**src/rtl/dual_rail_rx_pkg.sv**
```systemverilog
// Shared types and rail-code constants for the dual-rail receiver and its helpers.
package dual_rail_rx_pkg;

   typedef enum logic {
      IDLE  = 1'b0,
      SHIFT = 1'b1
   } rxState_e;

   // {true rail, complement rail} pairs that carry a legal bit value
   localparam logic [1:0] CODE_ONE  = 2'b10;
   localparam logic [1:0] CODE_ZERO = 2'b01;

endpackage

```
**src/rtl/dual_rail_decode.sv**
```systemverilog
// Combinational dual-rail pair decoder: yields the carried bit and whether the code is legal.
module dual_rail_decode
   import dual_rail_rx_pkg::*;
(
   input  logic rail_p_i,
   input  logic rail_n_i,
   output logic bit_o,
   output logic code_ok_o
);

   logic [1:0] pair;

   always_comb begin
      pair      = {rail_p_i, rail_n_i};
      bit_o     = (pair == CODE_ONE);
      code_ok_o = (pair == CODE_ONE) || (pair == CODE_ZERO);
   end

endmodule

```
**src/rtl/dual_rail_rx.sv**
```systemverilog
// Dual-rail receiver: checks q/qbar pairs, deserialises LSB-first words and offers them
// on a valid/ready output register, with a saturating code-error count and sticky overrun.
module dual_rail_rx
   import dual_rail_rx_pkg::*;
#(
   parameter int WIDTH = 8,
   parameter int CNT_W = 8
) (
   input  logic             clk_i,
   input  logic             rst_ni,
   input  logic             bit_en_i,
   input  logic             rail_p_i,
   input  logic             rail_n_i,
   input  logic             clr_err_i,
   input  logic             out_ready_i,
   output logic [WIDTH-1:0] out_data_o,
   output logic             out_valid_o,
   output logic             code_err_o,
   output logic             overrun_o,
   output logic [CNT_W-1:0] err_cnt_o
);

   localparam int IDX_W = (WIDTH > 1) ? $clog2(WIDTH) : 1;
   localparam logic [IDX_W-1:0] LAST_IDX = IDX_W'(WIDTH - 1);
   localparam logic [CNT_W-1:0] CNT_MAX  = '1;

   rxState_e         state_q, state_d;
   logic [IDX_W-1:0] bitIdx_q, bitIdx_d;
   logic [WIDTH-1:0] shift_q, shift_d;
   logic [WIDTH-1:0] outData_q, outData_d;
   logic             outValid_q, outValid_d;
   logic             codeErr_q, codeErr_d;
   logic             overrun_q, overrun_d;
   logic [CNT_W-1:0] errCnt_q, errCnt_d;

   logic             rxBit;
   logic             codeOk;
   logic [IDX_W-1:0] curIdx;
   logic             wordDone;
   logic             badCode;
   logic             loadWord;
   logic             dropWord;

   dual_rail_decode uDecode (
      .rail_p_i  (rail_p_i),
      .rail_n_i  (rail_n_i),
      .bit_o     (rxBit),
      .code_ok_o (codeOk)
   );

   always_ff @(posedge clk_i or negedge rst_ni) begin
      if (!rst_ni) begin
         state_q    <= IDLE;
         bitIdx_q   <= '0;
         shift_q    <= '0;
         outData_q  <= '0;
         outValid_q <= 1'b0;
         codeErr_q  <= 1'b0;
         overrun_q  <= 1'b0;
         errCnt_q   <= '0;
      end else begin
         state_q    <= state_d;
         bitIdx_q   <= bitIdx_d;
         shift_q    <= shift_d;
         outData_q  <= outData_d;
         outValid_q <= outValid_d;
         codeErr_q  <= codeErr_d;
         overrun_q  <= overrun_d;
         errCnt_q   <= errCnt_d;
      end
   end

   // A new word always starts at index 0; an illegal pair throws away the partial word.
   always_comb begin
      state_d  = state_q;
      bitIdx_d = bitIdx_q;
      shift_d  = shift_q;
      wordDone = 1'b0;
      badCode  = 1'b0;
      curIdx   = (state_q == IDLE) ? '0 : bitIdx_q;
      if (bit_en_i) begin
         if (!codeOk) begin
            badCode  = 1'b1;
            state_d  = IDLE;
            bitIdx_d = '0;
            shift_d  = '0;
         end else begin
            shift_d[curIdx] = rxBit;
            if (curIdx == LAST_IDX) begin
               wordDone = 1'b1;
               state_d  = IDLE;
               bitIdx_d = '0;
            end else begin
               state_d  = SHIFT;
               bitIdx_d = curIdx + 1'b1;
            end
         end
      end
   end

   // Clearing takes priority over a same-cycle error increment or overrun set.
   always_comb begin
      loadWord   = wordDone && (!outValid_q || out_ready_i);
      dropWord   = wordDone && outValid_q && !out_ready_i;
      outData_d  = loadWord ? shift_d : outData_q;
      outValid_d = outValid_q;
      if (loadWord) begin
         outValid_d = 1'b1;
      end else if (outValid_q && out_ready_i) begin
         outValid_d = 1'b0;
      end
      codeErr_d = badCode;
      overrun_d = overrun_q;
      errCnt_d  = errCnt_q;
      if (clr_err_i) begin
         overrun_d = 1'b0;
         errCnt_d  = '0;
      end else begin
         if (dropWord) begin
            overrun_d = 1'b1;
         end
         if (badCode && (errCnt_q != CNT_MAX)) begin
            errCnt_d = errCnt_q + 1'b1;
         end
      end
   end

   assign out_data_o  = outData_q;
   assign out_valid_o = outValid_q;
   assign code_err_o  = codeErr_q;
   assign overrun_o   = overrun_q;
   assign err_cnt_o   = errCnt_q;

endmodule

```
**config.mk**
```make
export PLATFORM = sky130hd
export DESIGN_NAME = dual_rail_rx
export DESIGN_NICKNAME = d
export VERILOG_FILES = /design/src/rtl/dual_rail_rx_pkg.sv /design/src/rtl/dual_rail_decode.sv /design/src/rtl/dual_rail_rx.sv
export SDC_FILE = /design/constraint.sdc
export NUM_CORES = 1
export LEC_CHECK = 0
export ABC_AREA = 1
export CORE_MARGIN = 3
export CORE_UTILIZATION = 45
export CTS_BUF_LIST = sky130_fd_sc_hd__clkbuf_4 sky130_fd_sc_hd__clkbuf_8
export DETAILED_ROUTE_END_ITERATION = 10
export MAX_ROUTING_LAYER = met4
export PLACE_DENSITY_LB_ADDON = 0.05
export SETUP_SLACK_MARGIN = 0.02
export SYNTH_ARGS = -nofsm -noshare
export SYNTH_HDL_FRONTEND = slang
export SYNTH_SLANG_ARGS = --single-unit
```
**constraint.sdc**
```tcl
create_clock -name clk_i -period 1.8 [get_ports clk_i]
set_input_delay 0.27 -clock clk_i [delete_from_list [all_inputs] [get_ports clk_i]]
set_output_delay 0.27 -clock clk_i [all_outputs]
set_load 0.02 [all_outputs]
```
Yosys cells after proc, flatten, opt, wreduce, memory -nomap -nowiden
Cells that the tools add are included.
{"block": "op_classes", "n_mux": 21, "add_sub_neg": 2, "eq_ne": 4, "reduce_logical": 13, "order_cmp": 2}
{"op": "$mux 8", "n": 4}
{"op": "$mux 1", "n": 12}
{"op": "$mux 3", "n": 3}
{"op": "$add 8x1->8 const B", "n": 1}
{"op": "$bwmux 8", "n": 1}
{"op": "$ne 8x8->1 const B", "n": 1}
{"op": "$logic_and 1x1->1", "n": 6}
{"op": "$reduce_bool 2->1", "n": 3}
{"op": "$lt 3x4->1 const B", "n": 1}
{"op": "$add 3x1->3 const B", "n": 1}
{"op": "$demux 1 s3", "n": 1}
{"op": "$eq 3x3->1 const B", "n": 1}
{"op": "$ge 3x1->1 const B", "n": 1}
{"op": "$eq 2x1->1 const B", "n": 1}
{"op": "$eq 2x2->1 const B", "n": 1}
{"op": "$logic_not 1->1", "n": 2}
{"op": "$logic_or 1x1->1", "n": 2}
{"block": "totals", "regBits": 31, "output_inout_bits": 19, "wordCells": 50, "inputBits": 7}

Logic depth before layout (Yosys ltp)
Gate-level depths: netlist of the first run.
{"block": "depth", "ltp_word": 9, "mapped_depth": 10, "mapped_depth_nobuf": 9}

By module
From an unflattened synthesis of the first run, not the netlist that was laid out.
{"block": "unflattened", "cells_unflattened": 209, "hier_area_um2": 1621.6}
{"mod": "dual_rail_rx", "n_inst": 1, "area_per_inst_um2": 1601.5, "cells_per_inst": 206}
{"mod": "dual_rail_decode", "n_inst": 1, "area_per_inst_um2": 20.0, "cells_per_inst": 3}

Worst setup path after synthesis of the first run
Ideal clock, no wire load.
{"block": "synth_timing", "path_type": "reg-to-reg", "startpoint": "register errCnt_q[0], in the netlist err_cnt_o[0]", "endpoint": "register errCnt_q[3], in the netlist err_cnt_o[3]", "n_path_buf": 1, "setup_ps": 126, "slack_ps": 311, "stages_incl_launch_ff": 9, "synth_period_minus_slack_ps": 1489, "t_arrival_ps": 1363, "path_cell_list": "dfrtp_1 -> ha_1 -> nand2_1 -> nor2_4 -> a21oi_4 -> nor2_4 -> buf_6 -> nand2_1 -> o21ai_0"}
{"block": "synth_via", "elab_chain_len": 3, "elab_cells_between_ends": 6}
{"element": "start, declared", "line_no": "dual_rail_rx.sv:34", "source": "logic [CNT_W-1:0] errCnt_q, errCnt_d;"}
{"element": "start signal, assigned", "line_no": "dual_rail_rx.sv:69", "source": "errCnt_q <= errCnt_d;"}
{"element": "$add 8x1->8 / $ne 8x8->1 (equally long branches)", "line_no": "dual_rail_rx.sv:123, dual_rail_rx.sv:122"}
{"element": "$mux 8 / $logic_and 1x1->1 (equally long branches)", "line_no": "dual_rail_rx.sv:122", "source": "if (badCode && (errCnt_q != CNT_MAX)) begin"}
{"element": "$mux 8 / $reduce_bool 2->1 (equally long branches)"}
Parallel ways exist; a longest one is shown, timed or not. The select of a mux whose other input is x is not followed.
A chain may end at the register's enable or synchronous reset.

Worst setup path after layout of the first run
{"block": "layout_timing", "startpoint": "register errCnt_q[6], in the netlist err_cnt_o[6]", "endpoint": "output port err_cnt_o[6]"}
{"element": "end, declared", "line_no": "dual_rail_rx.sv:20", "source": "output logic [CNT_W-1:0] err_cnt_o"}
No word-level cell between the ends.

==> results of run 1 <==
worst paths after layout:
kind | slack (ps) | depth (start not counted) | startpoint | endpoint
worst max-delay path | 120 | 1 | err_cnt_o[6]$_DFFE_PN0P_ | err_cnt_o[6]
worst min-delay path | 320 | 2 | rst_ni | overrun_o$_DFFE_PN0P_
min in group clk_i | 490 | 2 | out_data_o[2]$_DFFE_PN0P_ | out_data_o[2]$_DFFE_PN0P_
worst max register to register | 230 | 9 | state_q$_DFFE_PN0P_ | out_data_o[3]$_DFFE_PN0P_
max in group asynchronous | 1180 | 2 | rst_ni | err_cnt_o[4]$_DFFE_PN0P_
worst min register to register | 490 | 2 | out_data_o[2]$_DFFE_PN0P_ | out_data_o[2]$_DFFE_PN0P_
registers in the layout, summed over array words and instances (netlist names):
name	count
err_cnt_o	8
out_data_o	8
shift_q	8
bitIdx_q	3
code_err_o	1
out_valid_o	1
overrun_o	1
state_q	1
cell usage after synthesis, drive strengths merged:
| library cell | number |
|---|---|
| o22ai | 1 |
| inv | 27 |
| nand4 | 8 |
| o21bai | 1 |
| buf | 4 |
| a21oi | 1 |
| or2 | 2 |
| clkbuf | 1 |
| dfrtp | 31 |
| a31oi | 1 |
| o21ai | 6 |
| nor2 | 11 |
| nand2 | 86 |
| ha | 4 |
| nand3 | 24 |
| a22o | 1 |
per-layer routing:
layer,share of wire (%),vias up,track usage (%)
met5,0,-,-
met4,1.4,0,9.90
met3,4.9,5,5.27
met2,44,36,29.8
met1,50,634,26.6
li1,-,728,-
stage by stage:
| step | setup WS, ps | area [um^2] |
|---|---|---|
| after floorplan | 311 | 1620 |
| after global placement | 16.0 | 1950 |
| after detailed placement | -12.5 | 1950 |
| after CTS | 41.2 | 1990 |
| after global routing | 31.8 | 2000 |
| final | 121 | 2000 |
power by group:
group	leakage (uW)	internal (uW)	total, uW	switching [uW]
logic	0.000641	58.8	160	101
registers	0.000425	717	734	16.8
clock network	0.0000276	154	378	225
total	0.00109	930	1270	342
cell type report:
cell class	instances	area share [%]
Sequential cell	31	38.8
Multi-Input combinational cell	146	35.5
Timing Repair Buffer	32	15.5
Inverter	27	5.07
Tap cell	46	2.88
Clock buffer	6	2.25
cell families (layout without fill, tap and decap cells):
family,count (synthesis),after routing,synth area share (%)
buffers and inverters,32,65,8.27
AO/OA/AOI/OAI,11,11,4.64
AND/OR/NAND/NOR,131,131,36.1
flip-flops,31,31,47.9
adder cells (fa/ha/maj),4,4,3.09
what timing repair did:
item / in CTS / in global routing
hold buffers: 0 / 0
setup endpoints to repair: 1 / 3
gates resized for setup: 1 / 3
==> qor.yml, run 1 <==
layout:
  layout.cells.non_filler: 288
  ff_latch_area_um2: 777
  fillers: 305
  multiInputGateArea_um2: 709
  final_core_utilization_pct: 59.0
  layout_common_cells: "nand2_1 (85), dfrtp_1 (30), nand3_1 (24), inv_1 (23), clkdlybuf4s50_1 (22)"
  leading_cell_type_in_the_layout_fill_and_taps_excluded: "nand2_1"
  nNetsFinal: 254
  layout_cells_sized_above_1_pct: 12.4
  syn2layout_area_growth_pct: 23.6
  antenna_cells: 0
clock_tree:
  numCtsBuffers: 5
  clkTransAtPathRegs_ps: 90
  post_cts_buffers: 0
  tritoncts: "yes"
  clock-sinks: 31
  clock_tree.buffer_depth: 2
  htree_num_levels: 2
  worst_skew_pair.late_latency_ps: 330
  clk_root_buffer_cell: "clkbuf_4"
timing:
  timing.hold.ws_ps: 318
  timing.final.crit_period_ps: 1680
  period_utilization_pct: 93.3
  finalSetupTns_ps: 0
  maxSlewViolCount: 0
  achievable-frequency_mhz: 596
  clock-skew-final_ps: 7.15
  worst-slew-pin-transition_ps: 392
  rsz0062_at_grt: "no"
  slew-limit-headroom_pct: 73.9
  hold_violations: 0
  timing.final.setup_violations: 0
routing:
  drt-pass1-iter-count: 4
  via_per_inst: 4.87
  first_iter_violations: 79
  route.final.wire_length_um: 3450
  wire_per_inst_um: 12.0
  drc_violations_left: 0
  route.antenna.remaining_nets: 0
  vias: 1403
power_and_ir_drop:
  fin_total_pwr_uw: 1270
  max_vdd_drop_uv: 378
  cellLeakagePower_uw: 0.00109
  power.density_cell_area_mw_per_mm2: 636
critical_path:
  critical_path.n_buffers_inverters: 1
  crit_type: "flop to output pin"
  path_cells: "clkdlybuf4s50_1"
  worst_path_max_delay_cell: "clkdlybuf4s50_1"
  critical_path.endpoint_type: "output pin"
  top_fanout_value_on_the_critical_path: 6
  crit_path_start_kind: "flop"
  required_ps: 1530
  cp_slowest_stage_delay_ps: 640
  timing.critical_path.max_delay_family: "buffers and inverters"
  arrival_worst_endpoint_ps: 1410
floorplanning:
  pin_count: 26
  fp.dieW_um: 66.0
  die-height_um: 66.0
  row_count: 21
  core-area_mm2: 0.00339
  starting_utilization_of_the_core_area_pct: 47.8
  die_area_mm2: 0.00435
worst_hold_path:
  hold_path_class: "primary input to asynchronous set/reset pin"
synth:
  net_count_synth: 220
  synth.top_cells.by_area: "dfrtp_1 (48%), nand2_1 (20%), nand3_1 (7.4%)"
  yosys.area.top_type: "dfrtp_1"
  yosys_warnings: 0
  cells_after_synthesis: 209
  post_synthesis_cell_type_count: 23
  syn-mean-instance-area_um2: 7.75
  number_of_storage_elements_in_the_synthesis_netlist: 31
  synth_area_mm2: 0.00162
  synth-seq-area-share_pct: 47.9
  synthDominantCellAreaShare_pct: 47.9
status:
  status: "completed"
flow_run:
  drv.max_cap_violation_count: 0
grt:
  grt_max_degree: 32
  grt.total_usage_pct: 20.5
  grt_pass1_wl_um: 6430
  first_global_vias: 1412
  antenna_found_initial: 0
  total_congestion_overflow: 0
placement:
  placed_cells_incl_taps: 282
  post_dp_hpwl_um: 2510
  gp_routability_congestion: 0.792
  port_buffers: 25
No activity file was read; power rests on OpenSTA's default activity.
==> inputs of run 2 (changes only) <==
--- a/config.mk
+++ b/config.mk
@@ -6,7 +6,6 @@
 export NUM_CORES = 1
 export LEC_CHECK = 0
 export ABC_AREA = 1
-export CORE_MARGIN = 3
 export CORE_UTILIZATION = 45
 export CTS_BUF_LIST = sky130_fd_sc_hd__clkbuf_4 sky130_fd_sc_hd__clkbuf_8
 export DETAILED_ROUTE_END_ITERATION = 10
==> constraint.sdc (replaced) <==
create_clock -name clk_i -period 1.8 [get_ports clk_i]
set_input_delay 0.27 -clock clk_i [delete_from_list [all_inputs] [get_ports clk_i]]
set_output_delay 0.27 -clock clk_i [all_outputs]
set_load 0.005 [all_outputs]
==> run 2 against run 1 <==
  * Final cell count is 0.69% higher
  * Sequential share of layout area down 0.42 points
  * Via count increased by 0.14%
  * Highest routed layer unchanged
  * Clock skew hardly changed
  * Fmax about the same
  * Critical endpoint is now err_cnt_o[4]
  * Flip-flop and latch count unchanged
  * Hold slack improved by 8.5 ps
  * Non-clock buffer count is the same
  * Die area shrank 12%
==> qor.yml, run 2 (synthesis gave the netlist of run 1 again) <==
layout:
  nNetsFinal: 254
  final_core_utilization_pct: 59.6
  layout.cells.non_filler: 290
  layout_cells_sized_above_1_pct: 12.7
  syn2layout_area_growth_pct: 24.7
  antenna_cells: 0
  leading_cell_type_in_the_layout_fill_and_taps_excluded: "nand2_1"
  layout_common_cells: "nand2_1 (85), dfrtp_1 (31), clkdlybuf4s50_1 (25), nand3_1 (24), inv_1 (23)"
power_and_ir_drop:
  power.density_cell_area_mw_per_mm2: 678
  cellLeakagePower_uw: 0.00105
  max_vdd_drop_uv: 424
routing:
  via_per_inst: 4.84
  drc_violations_left: 0
  drt-pass1-iter-count: 5
  route.final.wire_length_um: 3410
  first_iter_violations: 118
  wire_per_inst_um: 11.8
  route.antenna.remaining_nets: 0
  vias: 1405
timing:
  timing.hold.ws_ps: 327
  hold_violations: 0
  finalSetupTns_ps: 0
  timing.final.setup_violations: 0
  slew-limit-headroom_pct: 74.0
  rsz0062_at_grt: "no"
  timing.final.crit_period_ps: 1680
  period_utilization_pct: 93.3
  clock-skew-final_ps: 6.92
  achievable-frequency_mhz: 596
  maxSlewViolCount: 0
  worst-slew-pin-transition_ps: 391
grt:
  first_global_vias: 1250
  total_congestion_overflow: 0
  antenna_found_initial: 0
  grt.total_usage_pct: 21.2
  grt_pass1_wl_um: 5640
  grt_max_degree: 32
clock_tree:
  htree_num_levels: 2
  cts_hold_repair.buffers: 0
  post_cts_buffers: 0
  clk_root_buffer_cell: "clkbuf_4"
  numCtsBuffers: 5
  clock-sinks: 31
  clock_tree.buffer_depth: 2
  tritoncts: "yes"
  postCtsResizedCells: 0
  clkTransAtPathRegs_ps: 90
  worst_skew_pair.late_latency_ps: 330
floorplanning:
  starting_utilization_of_the_core_area_pct: 47.8
  fp.dieW_um: 62.0
  die_area_mm2: 0.00384
  pin_count: 26
  row_count: 21
  core-area_mm2: 0.00339
  die-height_um: 62.0
critical_path:
  required_ps: 1530
  reg2regPathDepth: 9
  critical_path.n_buffers_inverters: 1
  arrival_worst_endpoint_ps: 1410
  timing.critical_path.max_delay_family: "buffers and inverters"
  crit_path_start_kind: "flop"
  critical_path.endpoint_type: "output pin"
  crit_type: "flop to output pin"
  cp_slowest_stage_delay_ps: 560
  path_cells: "clkdlybuf4s50_1"
  cp_num_cells: 1
  top_fanout_value_on_the_critical_path: 10
  worst_path_max_delay_cell: "clkdlybuf4s50_1"
status:
  status: "completed"
placement:
  port_buffers: 25
  placed_cells_incl_taps: 282
  gp_routability_congestion: 0.793
  post_dp_hpwl_um: 2480
flow_run:
  drv.max_cap_violation_count: 0
worst_hold_path:
  hold_path_class: "primary input to asynchronous set/reset pin"
-- run 2: layer usage --
metal  wire length, um  track usage [%]  up-vias
li1                  -                -      727
met1              1730             30.1      634
met2              1490             28.9       42
met3               174             6.21        2
met4                19             6.67        0
met5                 0                -        -
-- run 2: report_power, final --
part	switching [uW]	internal (uW)
clock network	235	245
registers	17.1	717
logic	95.0	59.0
-- run 2: path summary, 6_finish.rpt --
check                                            end  slack [ps]                      start
setup / recovery                        err_cnt_o[4]         120   err_cnt_o[4]$_DFFE_PN0P_
setup reg to reg           out_data_o[1]$_DFFE_PN0P_         200        state_q$_DFFE_PN0P_
min in group clk_i         out_data_o[2]$_DFFE_PN0P_         480  out_data_o[2]$_DFFE_PN0P_
hold reg to reg            out_data_o[2]$_DFFE_PN0P_         480  out_data_o[2]$_DFFE_PN0P_
hold / removal                  code_err_o$_DFF_PN0_         330                     rst_ni
max in group asynchronous   err_cnt_o[3]$_DFFE_PN0P_        1180                     rst_ni
-- run 2: final cells by class --
class | instances | area [um^2]
well taps | 46 | 57.6
inverters | 27 | 101
flip-flops and latches | 31 | 776
repair buffers | 32 | 303
clock buffers | 8 | 72.6
fillers | 325 | 1370
multi-input cells | 146 | 709
-- run 2: per-stage QoR --
step	worst slack, ps	power (uW)	instance area [um^2]
2_1_floorplan	322	835	1620
4_1_cts	106	1390	2020
5_1_grt	44.2	1450	2020
6_report	121	1370	2020
3_3_place_gp	7.60	899	1950
3_5_place_dp	17.7	903	1950
